**config.mk**
```make
export PLATFORM = sky130hd
export DESIGN_NAME = rol_5bit_seq
export DESIGN_NICKNAME = d
export VERILOG_FILES = /design/src/rtl/rol5_pkg.sv /design/src/rtl/rot_step_1bit.sv /design/src/rtl/rol_5bit_seq.sv
export SDC_FILE = /design/constraint.sdc
export NUM_CORES = 1
export LEC_CHECK = 0
export BUFFER_PORTS_ARGS = -buffer_cell sky130_fd_sc_hd__buf_2
export CORE_UTILIZATION = 57
export DETAILED_ROUTE_END_ITERATION = 8
export PLACE_DENSITY = 0.92
export SLEW_MARGIN = 20
export SYNTH_ARGS = -nofsm -noshare
export SYNTH_HDL_FRONTEND = slang
export SYNTH_SLANG_ARGS = --single-unit
export TNS_END_PERCENT = 50
```
**constraint.sdc**
```tcl
create_clock -name clk -period 2.75 [get_ports clk]
set_input_delay 0.4125 -clock clk [delete_from_list [all_inputs] [get_ports clk]]
set_output_delay 0.4125 -clock clk [all_outputs]
set_load 0.02 [all_outputs]
```
**src/rtl/rol5_pkg.sv**
```systemverilog
// Shared types and constants for the rol_5bit_seq rotate unit.
// The optional direction select is controlled in the top by ROL5_DIR_SEL_EN.
package rol5_pkg;

   typedef enum logic [1:0] {
      IDLE = 2'd0,
      ROT  = 2'd1,
      DONE = 2'd2
   } rol_state_e;

   localparam int DATA_W_DEF = 5;
   localparam int SHIFT_W    = 3;

   // Rotating by DATA_W positions is the identity, so only the remainder matters.
   function automatic logic [SHIFT_W-1:0] mod_count(input logic [SHIFT_W-1:0] s,
                                                    input int w);
      return SHIFT_W'(int'(s) % w);
   endfunction

endpackage

```
**src/rtl/rot_step_1bit.sv**
```systemverilog
// Combinational single-position rotate; dir_i=0 rotates left, dir_i=1 rotates right.
module rot_step_1bit #(
   parameter int W = 5
) (
   input  logic [W-1:0] data_i,
   input  logic         dir_i,
   output logic [W-1:0] data_o,
   output logic         out_bit_o
);

   assign data_o    = dir_i ? {data_i[0], data_i[W-1:1]} : {data_i[W-2:0], data_i[W-1]};
   assign out_bit_o = dir_i ? data_i[0] : data_i[W-1];

endmodule

```
**src/rtl/rol_5bit_seq.sv**
```systemverilog
// Multi-cycle rotate unit: one bit per clock for (shift mod DATA_W) cycles, then a done pulse.
// Define ROL5_DIR_SEL_EN to add the dir input (1 = rotate right).
module rol_5bit_seq
   import rol5_pkg::*;
#(
   parameter int DATA_W = DATA_W_DEF
) (
   input  logic               clk,
   input  logic               rst_n,
   input  logic               start,
`ifdef ROL5_DIR_SEL_EN
   input  logic               dir,
`endif
   input  logic [DATA_W-1:0]  a,
   input  logic [SHIFT_W-1:0] shift,
   output logic               busy,
   output logic               done,
   output logic [DATA_W-1:0]  z,
   output logic               cf,
   output logic               sf,
   output logic               zf,
   output logic [1:0]         dbg_state_o
);

   // Handshake: start is sampled only in IDLE or DONE; done is high for the single
   // cycle spent in DONE, and z/flags stay valid from then until the next done.

   rol_state_e         state_q, state_d;
   logic [DATA_W-1:0]  work_q, work_d;
   logic [SHIFT_W-1:0] cnt_q, cnt_d;
   logic               dir_q, dir_d;
   logic               busy_q, busy_d;
   logic [DATA_W-1:0]  z_q, z_d;
   logic               cf_q, cf_d;
   logic               sf_q, sf_d;
   logic               zf_q, zf_d;
   logic               accept;
   logic               dir_in;
   logic [SHIFT_W-1:0] cnt_start;
   logic [DATA_W-1:0]  rot_data;
   logic               rot_bit;

`ifdef ROL5_DIR_SEL_EN
   assign dir_in = dir;
`else
   assign dir_in = 1'b0;
`endif

   assign cnt_start = mod_count(shift, DATA_W);

   rot_step_1bit #(.W(DATA_W)) u_step (
      .data_i    (work_q),
      .dir_i     (dir_q),
      .data_o    (rot_data),
      .out_bit_o (rot_bit)
   );

   always_comb begin
      state_d = state_q;
      work_d  = work_q;
      cnt_d   = cnt_q;
      dir_d   = dir_q;
      z_d     = z_q;
      cf_d    = cf_q;
      accept  = 1'b0;
      case (state_q)
         IDLE, DONE: begin
            state_d = IDLE;
            if (start) begin
               accept = 1'b1;
               work_d = a;
               cnt_d  = cnt_start;
               dir_d  = dir_in;
               if (cnt_start == '0) begin
                  state_d = DONE;
                  z_d     = a;
                  cf_d    = 1'b0;
               end else begin
                  state_d = ROT;
               end
            end
         end
         ROT: begin
            work_d = rot_data;
            cnt_d  = cnt_q - SHIFT_W'(1);
            if (cnt_q == SHIFT_W'(1)) begin
               state_d = DONE;
               z_d     = rot_data;
               cf_d    = rot_bit;
            end
         end
         default: state_d = IDLE;
      endcase
      // Flags follow the value being registered into z, not the work register.
      sf_d   = z_d[DATA_W-1];
      zf_d   = (z_d == '0);
      busy_d = accept | (state_d == ROT);
   end

   always_ff @(posedge clk or negedge rst_n) begin
      if (!rst_n) begin
         state_q <= IDLE;
         work_q  <= '0;
         cnt_q   <= '0;
         dir_q   <= 1'b0;
         busy_q  <= 1'b0;
         z_q     <= '0;
         cf_q    <= 1'b0;
         sf_q    <= 1'b0;
         zf_q    <= 1'b1;
      end else begin
         state_q <= state_d;
         work_q  <= work_d;
         cnt_q   <= cnt_d;
         dir_q   <= dir_d;
         busy_q  <= busy_d;
         z_q     <= z_d;
         cf_q    <= cf_d;
         sf_q    <= sf_d;
         zf_q    <= zf_d;
      end
   end

   assign busy        = busy_q;
   assign done        = (state_q == DONE);
   assign z           = z_q;
   assign cf          = cf_q;
   assign sf          = sf_q;
   assign zf          = zf_q;
   assign dbg_state_o = state_q;

endmodule

```
# After elaboration in Yosys (flattened, before gate mapping)
# Cells that the tools add are included.
# totals
out_inout_bits,12
inputBits,11
wordCells,43
regBits,19
# classes
div,1
eq_ne,7
n_addsub,1
reduce_logical,7
n_bitwise,1
n_mux,18
# ops
operator,n
4-bit by 4-bit remainder unit with 32-bit output (second input constant),1
5-bit two-way mux,4
5-bit case mux with 2 select lines,2
2-bit two-way mux,3
2-bit != test (second input constant),3
3-bit case mux with 2 select lines,1
5-bit logical NOT,1
1-bit two-way mux,5
2-bit by 1-bit equality test with 1-bit output (second input constant),2
2-bit case mux with 2 select lines,1
4-bit AND reduction,1
3-bit by 1-bit equality test with 1-bit output (second input constant),1
3-bit logical NOT,1
3-bit two-way mux,1
3-bit by 1-bit subtractor with 3-bit output (second input constant),1
2-bit equality test (second input constant),1
2-bit logical NOT,1
1-bit case mux with 2 select lines,1
2-bit AND reduction,1
2-bit nonzero test,1
2-bit OR reduction,1
1-bit OR,1

# Logic depth before layout (Yosys ltp)
# Gate-level depths: netlist of the first run.
# depth
word_depth,7
mapped_depth,11
ltp_nobuf,10

# Hierarchy
# A second synthesis of the first run with hierarchy kept.
# unflattened
cells_unflattened,121
hier_area_um2,1257.5
# by_module_without_submodules
module,cells_each,area_each_um2,instances,seq_area_each_um2
rol_5bit_seq,114,1156.1,1,451.7
rot_step_1bit,7,101.3,1,0.0

# Worst setup path before layout of the first run
# No wires, ideal clock.
# synth_timing
kind,input to register
startpoint,in shift[1]
endpoint,"reg zf_q, in the netlist zf"
t_arrival_ns,2.277
required_ns,2.661
cell_stages,11
path_buffers,1
setup_ns,0.089
setup_slack_ns,0.383
cell_sequence,inv_1 > ha_1 > inv_1 > ha_1 > a21oi_2 > mux2_4 > and3_1 > buf_6 > a311o_1 > nor2_1 > nor4b_2
# synth_between
elab_chain_cells,6
# synth_lines
element,line_no,text
from (decl),rol_5bit_seq.sv:15,"input logic [SHIFT_W-1:0] shift,"
4-bit by 4-bit remainder unit with 32-bit output,rol5_pkg.sv:17,return SHIFT_W'(int'(s) % w);
3-bit logical NOT,rol_5bit_seq.sv:74,if (cnt_start == '0) begin
5-bit two-way mux,rol_5bit_seq.sv:74,
5-bit two-way mux,rol_5bit_seq.sv:69,if (start) begin
5-bit case mux with 2 select lines,rol_5bit_seq.sv:66,case (state_q)
named net z_d[2],rol_5bit_seq.sv:33,"logic [DATA_W-1:0] z_q, z_d;"
5-bit logical NOT,rol_5bit_seq.sv:96,zf_d = (z_d == '0);
named net zf_d,rol_5bit_seq.sv:36,"logic zf_q, zf_d;"
to (signal assigned),rol_5bit_seq.sv:120,zf_q <= zf_d;
to (decl),rol_5bit_seq.sv:36,
# The timed path passes the listed nets, and every way through them passes these cells.
# A chain may end at the register's enable or synchronous reset.

# Worst setup path after layout of the first run
# layout_timing
startpoint,in shift[0]
endpoint,"reg zf_q, in the netlist zf"
# Same word-level chain as after synthesis.

==> impl_metrics.tcl, run 1 <==
set metrics [dict create \
    outcome "completed" \
    cap_violations 0 \
    clock-root-buffer "clkbuf_4" \
    endpoint_kind "register" \
    fillCellCount 124 \
    first_global_vias 908 \
    place_inst 155 \
    boundaryPins 23 \
    rows 15 \
    dp_slack_ns 0.0805 \
    grt-busiest-layer "met2" \
    fin_cells 159 \
    drt_wl_total_um 2490 \
    arrival_ns 2.58 \
    grt_antenna_before_repair 0 \
    grt_use_met3_pct 3.53 \
    cts_buffer_depth 2 \
    hold_viol_final 0 \
    post_cts_resized 0 \
    r2r_slack_ns 0.68 \
    placed_cell_area_sq_um 1220 \
    dr.pass1.iters 4 \
    die_area_sq_um 2150 \
    insertedDiodeCount 0 \
    h-tree-depth 1 \
    rsz0062_at_grt "false" \
    fmax_ghz 0.421 \
    period_minus_slack_ns 2.37 \
    drive_gt1_share_pct 26.1 \
    setup_violations 0 \
    die_h_um 46.4 \
    slowest_stage "a311o_1" \
    synth_fp_nets 130 \
    cts.sinks 18 \
    peakVddDrop_mv 0.620 \
    p_leak_nw 0.578 \
    crit_chain "buf_2, inv_1, ha_1, inv_1, ha_1, a21oi_2, mux2_4, and3_1, a311o_1, nor2_1, nor4b_2" \
    synthCells 114 \
    reg2reg_depth 6 \
    ctsHoldBuffers 0 \
    syn_area_sq_um 1120 \
    chipWidth_um 46.4 \
    cts_made_buffers 3 \
    finalMaxSlewViolations 0 \
    cts_tree "yes" \
    hpwl_um 1850 \
    area_growth_pct 12.3 \
    yosysWarnings 0 \
    tightest_slew_ns 0.589 \
    drt_iter0_markers 26 \
    vias 939 \
    ys_seq_area_share_pct 40.2 \
    design_area_sq_um 1260 \
    initial_core_util_pct 62.9 \
    synth.lib_cells_used.distinct 38 \
    fin_ws_ns 0.375 \
    ys_top_cells_by_area "dfrtp_1 (38%), mux2i_1 (11%), ha_1 (5.6%)" \
    fin_tns_setup_ns 0 \
    grt_pass1_wl_um 4020 \
    io_buffers 22 \
    start_kind "input port" \
    grtUsageMet1_pct 36.4 \
    utilization_pct 70.7 \
    hp-class "input port to async pin" \
    cp.required_ns 2.95 \
    ant_nets 0 \
    drc_errors 0 \
    fin_skew_ns 0.00864 \
    synth_largest_area_cell "dfrtp_1" \
    clk_pin_slew_ns 0.11 \
    grt_util_met2_pct 41.4 \
    clk_latency_ns 0.29 \
    powerDensity_nw_per_um2 1120 \
    avgViaCountPerCell 5.91 \
    crit_type "input port to register" \
    critPathMaxFanout 6 \
    nets 151 \
    grt.total_usage_pct 26.4 \
    max_slew_margin_pct 60.7 \
    grt-ovfl-total 0 \
    cp_slowest_stage_delay_ns 0.38 \
    cts_setup_buffers 0 \
    postSynthAreaPerCell_sq_um 9.84 \
    gp_congestion 0.900 \
    netlist.area_leader.share_pct 37.9 \
    fin_crit_sh_pct 86.4 \
    grt_start_max_net_pins 20 \
    core_area_sq_um 1780 \
    ys_ff_latch 18 \
    wl_per_cell_um 15.7 \
]
Yosys cell counts:
cell,number
dfstp_2,1
a211oi_1,4
or3_1,2
and2_2,1
clkbuf_8,1
o31ai_1,2
nor2_1,8
mux2_4,1
buf_6,1
nand2_1,8
ha_1,5
a311oi_1,1
mux2i_1,12
o211ai_1,1
o221ai_1,1
inv_1,8
a21oi_2,1
o21ai_0,3
nand3_1,1
a31oi_1,1
buf_1,1
nand2b_1,2
a31o_2,1
o211a_1,1
nor4b_2,1
clkbuf_1,3
xnor2_1,2
dfrtp_1,17
nand4_1,1
buf_4,1
o2bb2ai_1,1
o22ai_1,2
o221a_2,1
nor3b_2,1
a311o_1,1
a21oi_1,7
nor2b_1,7
and3_1,1
area by class of cell:
cell class / count / area (sq um) / area share, %
Tap cell: 25 / 31.3 / 2.48
Sequential cell: 18 / 452 / 35.8
Inverter: 8 / 30.0 / 2.38
Timing Repair Buffer: 23 / 118 / 9.33
Clock buffer: 4 / 36.3 / 2.88
Multi-Input combinational cell: 81 / 593 / 47.1
sequential cells by signal (all words and copies together) (netlist names):
name / flops
work_q: 5
z: 4
cnt_q: 3
dbg_state_o: 2
busy: 1
cf: 1
sf: 1
zf: 1
path summary, 6_finish.rpt:
kind                               start         to
worst max-delay path            shift[0]         zf
worst min-delay path               rst_n   cnt_q[0]
worst max register to register  cnt_q[0]         zf
worst min register to register        cf         cf
max in group asynchronous          rst_n         zf
min in group clk                    a[3]  work_q[3]
cells in the final DEF (no fill, tap or decap), types with 2 or more instances in the layout:
cell type and count:
clkbuf_4 3, o31ai_1 2, a211oi_1 4, mux2i_1 12, a21oi_1 7, dfrtp_1 17
ha_1 5, nand2b_1 2, or3_1 2, o22ai_1 2, nor2_1 8, xnor2_1 2
nand2_1 8, buf_2 22, inv_1 8, o21ai_0 3, nor2b_1 7
metrics by stage:
stage	hold slack [ns]	power, mW
global route	0.0411	1.51
floorplan	0.117	1.06
detailed placement	0.363	1.24
global placement	0.364	1.19
finish	0.0250	1.41
CTS	0.0445	1.41
kinds of logic (layout without fill, tap and decap cells):
group | Yosys count | after routing | synth area share (%)
buf+inv | 15 | 35 | 6.91
fa+ha+maj | 5 | 5 | 5.57
mux | 13 | 13 | 12.0
compound gates | 28 | 28 | 17.5
flops | 18 | 18 | 40.2
simple gates | 33 | 33 | 16.2
xor+xnor | 2 | 2 | 1.56
report_power, final:
| part | switching (mW) | internal (mW) | leakage [nW] |
|---|---|---|---|
| Clock | 0.0855 | 0.0805 | 0.0210 |
| Combinational | 0.401 | 0.294 | 0.350 |
| Sequential | 0.160 | 0.391 | 0.207 |
| Total | 0.646 | 0.766 | 0.578 |
critical path, delay by kind of cell:
family,cells,cell delay [ns]
and+or+nand+nor,3,0.61
AOI/OAI and AO/OA,2,0.59
adders and majority gates,2,0.36
muxes,1,0.36
buffers and inverters,3,0.25
per-layer routing:
layer  share of wire [%]  routed length (um)
met1                  44                1110
met2                  50                1240
met3                 4.7                 116
met4                 1.2                  29
met5                   0                   0
(Power assumes the default switching activity.)
==> run 2: changes to the inputs <==
--- a/config.mk
+++ b/config.mk
@@ -6,9 +6,10 @@
 export NUM_CORES = 1
 export LEC_CHECK = 0
 export BUFFER_PORTS_ARGS = -buffer_cell sky130_fd_sc_hd__buf_2
-export CORE_UTILIZATION = 57
+export CORE_UTILIZATION = 60
+export CTS_BUF_LIST = sky130_fd_sc_hd__clkbuf_8
 export DETAILED_ROUTE_END_ITERATION = 8
-export PLACE_DENSITY = 0.92
+export PLACE_DENSITY = 0.95
 export SLEW_MARGIN = 20
 export SYNTH_ARGS = -nofsm -noshare
 export SYNTH_HDL_FRONTEND = slang
==> impl_metrics.tcl, run 2 (synthesis results as in run 1) <==
set metrics [dict create \
    h-tree-depth 1 \
    outcome "completed" \
    avgViaCountPerCell 6.03 \
    dr.pass1.iters 4 \
    finalMaxSlewViolations 0 \
    vias 959 \
    die_area_sq_um 2050 \
    drive_gt1_share_pct 26.1 \
    rows 15 \
    cap_violations 0 \
    fin_cells 159 \
    cts_buffer_depth 2 \
    drt_iter0_markers 37 \
    place_inst 155 \
    area_growth_pct 13.9 \
    endpoint_kind "register" \
    chipWidth_um 45.3 \
    largest_reg_flops 5 \
    p_leak_nw 0.586 \
    peakVddDrop_mv 0.714 \
    die_h_um 45.3 \
    grt_antenna_before_repair 0 \
    clk_pin_slew_ns 0.08 \
    design_area_sq_um 1280 \
    cts_setup_buffers 0 \
    top_register "work_q" \
    drc_errors 0 \
    period_minus_slack_ns 2.39 \
    setup_violations 0 \
    rsz0062_at_grt "false" \
    r2r_start "dbg_state_o[1]" \
    insertedDiodeCount 0 \
    crit_type "input port to register" \
    tightest_slew_ns 0.642 \
    cp.required_ns 2.92 \
    drt_wl_total_um 2590 \
    core_area_sq_um 1750 \
    ant_nets 0 \
    p_total_mw 1.48 \
    cts.sinks 18 \
    clock-root-buffer "clkbuf_8" \
    arrival_ns 2.56 \
    nets 151 \
    critPathMaxFanout 6 \
    powerDensity_nw_per_um2 1160 \
    max_slew_margin_pct 57.2 \
    fin_crit_sh_pct 87.1 \
    grt-ovfl-total 0 \
    hold_viol_final 0 \
    cts_made_buffers 3 \
    grt.total_usage_pct 28.7 \
    post_cts_resized 0 \
    placed_cell_area_sq_um 1220 \
    final_cell_mix "buf_2 (22), dfrtp_1 (17), mux2i_1 (12)" \
    hp-class "input port to async pin" \
    crit_path_start "shift[0]" \
    gp_congestion 0.930 \
    fmax_ghz 0.418 \
    cts_tree "yes" \
    fin_tns_setup_ns 0 \
    wl_per_cell_um 16.3 \
    start_kind "input port" \
    fin_skew_ns 0.00921 \
    clk_latency_ns 0.27 \
    initial_core_util_pct 64.3 \
    hpwl_um 1820 \
    grt_start_max_net_pins 20 \
    ctsHoldBuffers 0 \
    mostFrequentLayoutCell "buf_2" \
    first_global_vias 900 \
    boundaryPins 23 \
    io_buffers 22 \
    grt_pass1_wl_um 4130 \
]
## run 2: cell counts in the layout (fill, tap and decap cells not counted)
No cell type changed its count.
## run 2: worst paths after layout
check                            end  slack, ns  depth (start not counted)
min in group clk           work_q[4]       0.46                          3
max in group asynchronous         zf       2.36                          1
max                               zf       0.36                         11
min reg2reg                work_q[2]       0.56                          2
min                             busy       0.06                          1
max reg2reg                       zf       0.64                          5
## run 2: report_power, final
part	internal, mW	switching, mW
sequential	0.392	0.164
combinational	0.293	0.408
clock	0.128	0.0969
## run 2: routing by layer
layer  global-route usage, %  share of wire [%]  up-vias
met5                       0                  0        -
met4                    13.9                1.3        0
met3                    6.40                6.4        5
met2                    42.9                 48       48
met1                    39.1                 45      456
li1                        -                  -      450
## run 2: critical path, cell delays in order
cell	delay, ns
buf_2	0.13
inv_1	0.08
ha_1	0.15
inv_1	0.04
ha_1	0.21
a21oi_2	0.20
mux2_4	0.36
and3_1	0.25
a311o_1	0.39
nor2_1	0.11
nor4b_2	0.23
## run 2: layout make-up
| type | count | area [sq um] |
|---|---|---|
| tap | 25 | 31.3 |
| inverter | 8 | 30.0 |
| clock buffer | 4 | 55.1 |
| sequential | 18 | 452 |
| fill | 120 | 467 |
| timing repair buffer | 23 | 118 |
| multi-input combinational | 81 | 593 |
## run 2: stage by stage
stage               hold WS (ns)  worst slack, ns  utilization (%)
global placement           0.357            0.260             70.1
detailed placement         0.365            0.139             70.1
finish                    0.0596            0.355             73.3
global route              0.0998            0.205             73.3
floorplan                  0.117            0.383                -
CTS                       0.0806            0.364             73.3
==> run 3: changes to the inputs <==
--- a/config.mk
+++ b/config.mk
@@ -6,9 +6,11 @@
 export NUM_CORES = 1
 export LEC_CHECK = 0
 export BUFFER_PORTS_ARGS = -buffer_cell sky130_fd_sc_hd__buf_2
+export CORE_ASPECT_RATIO = 0.7
 export CORE_UTILIZATION = 60
 export CTS_BUF_LIST = sky130_fd_sc_hd__clkbuf_8
 export DETAILED_ROUTE_END_ITERATION = 8
+export HOLD_SLACK_MARGIN = 0.15
 export PLACE_DENSITY = 0.95
 export SLEW_MARGIN = 20
 export SYNTH_ARGS = -nofsm -noshare
==> impl_metrics.tcl, run 3 (synthesis results as in run 1) <==
set metrics [dict create \
    wl_per_cell_um 17.3 \
    core_area_sq_um 1670 \
    top_register "work_q" \
    whs_endpoint "work_q[0]" \
    fin_crit_sh_pct 88.1 \
    start_kind "input port" \
    p_leak_nw 0.595 \
    fin_skew_ns 0.00456 \
    mostFrequentLayoutCell "buf_2" \
    cts_made_buffers 3 \
    timing.rr.end "zf" \
    endpoint_kind "register" \
    area_growth_pct 15.1 \
    drive_gt1_share_pct 26.5 \
    nets 153 \
    utilization_pct 77.5 \
    drt_iter0_markers 35 \
    dr_wl_met3_um 241 \
    grt_antenna_before_repair 0 \
    drt_wl_total_um 2710 \
    peakVddDrop_mv 0.771 \
    clock-root-buffer "clkbuf_8" \
    ant_nets 0 \
    crit_type "input port to register" \
    rsz0062_at_grt "false" \
    io_buffers 22 \
    cts_setup_buffers 0 \
    die_h_um 38.2 \
    max_slew_margin_pct 60.1 \
    r2r_slack_ns 0.70 \
    grt_pass1_wl_um 4390 \
    die_area_sq_um 2050 \
    avgViaCountPerCell 6.34 \
    cts.sinks 18 \
    rows 12 \
    holdPathStages 3 \
    crit_family "compound AO/OA/AOI/OAI gates" \
    grt-ovfl-total 0 \
    wl_met2_um 1220 \
    reg2reg_depth 7 \
    tightest_slew_ns 0.596 \
    cp_slowest_stage_delay_ns 0.40 \
    arrival_ns 2.60 \
    setup_violations 0 \
    fin_tns_setup_ns 0 \
    chipWidth_um 53.7 \
    first_global_vias 928 \
    critPathMaxFanout 6 \
    powerDensity_nw_per_um2 1160 \
    wl_met1_um 1200 \
    cts_tree "yes" \
    hold_start "a[0]" \
    boundaryPins 23 \
    hp-class "input port to register" \
    crit_buf_inv 3 \
    cts_buffer_depth 2 \
    dr.pass1.iters 4 \
    grt.total_usage_pct 31.8 \
    fmax_ghz 0.413 \
    dr.max_layer_used "met4" \
    clk_latency_ns 0.26 \
    outcome "completed" \
    r2r_start "cnt_q[1]" \
    hpwl_um 2000 \
    clk_pin_slew_ns 0.07 \
    initial_core_util_pct 67.3 \
    insertedDiodeCount 0 \
    drc_errors 0 \
    final_cell_mix "buf_2 (22), dfrtp_1 (17), mux2i_1 (12)" \
    gp_congestion 0.864 \
    cap_violations 0 \
    largest_reg_flops 5 \
    hold_viol_final 0 \
    cp.required_ns 2.93 \
    period_minus_slack_ns 2.42 \
    vias 996 \
    crit_chain "buf_2, inv_1, ha_1, inv_1, ha_1, a21oi_2, mux2_4, and3_1, a311o_1, nor2_1, nor4b_2" \
    grt_start_max_net_pins 20 \
    finalMaxSlewViolations 0 \
    slowest_stage "a311o_1" \
    h-tree-depth 1 \
]
## run 3: cell types whose count changed in the layout (fill, tap and decap cells not counted), sizes merged
| cell | before | now |
|---|---|---|
| dlygate4sd3 | 0 | 1 |
| buf | 23 | 24 |
## run 3: worst max-delay path by stage
stage	startpoint	endpoint	slack [ns]	depth (start not counted)
after floorplan	shift[1]	zf	0.38	11
after global placement	shift[0]	zf	0.21	11
after detailed placement	shift[0]	zf	0.07	11
after CTS	shift[0]	zf	0.35	11
after global routing	shift[1]	zf	0.22	11
final	shift[0]	zf	0.33	11
## run 3: cell type report
type | count | area (sq um)
Fill cell | 114 | 375
Timing Repair Buffer | 25 | 135
Multi-Input combinational cell | 81 | 593
Sequential cell | 18 | 452
Clock buffer | 4 | 55.1
Tap cell | 21 | 26.3
Inverter | 8 | 30.0
## run 3: tightest hold or removal path, stage by stage
cell and delay (ns):
buf_2 0.09, a211oi_1 0.06, a21oi_1 0.10
## run 3: through the flow
| step | cells | total power [mW] | worst slack, ns | cell area (sq um) | hold WS [ns] |
|---|---|---|---|---|---|
| final | 157 | 1.49 | 0.326 | 1290 | 0.456 |
| after global routing | 157 | 1.59 | 0.217 | 1290 | 0.463 |
| after CTS | 157 | 1.48 | 0.353 | 1290 | 0.459 |
| after detailed placement | 152 | 1.25 | 0.0693 | 1230 | 0.359 |
| after global placement | 152 | 1.22 | 0.212 | 1230 | 0.354 |
| after floorplan | 114 | 1.06 | 0.383 | 1120 | 0.117 |
## run 3: repair_timing
item                                   4_1_cts  5_1_grt
hold buffers                                 1        0
endpoints found under the hold margin       17        0
resized for setup                            0        0
## run 3: power breakdown
group	switching (mW)	internal, mW	total (mW)
Clock	0.0894	0.127	0.217
Combinational	0.432	0.301	0.734
Sequential	0.149	0.392	0.542
Total	0.671	0.821	1.49
## run 3: metal layers
metal | global-route usage (%) | up-vias
li1 | - | 452
met1 | 42.6 | 473
met3 | 10.3 | 8
met2 | 46.3 | 63
met5 | 0 | -
met4 | 13.8 | 0
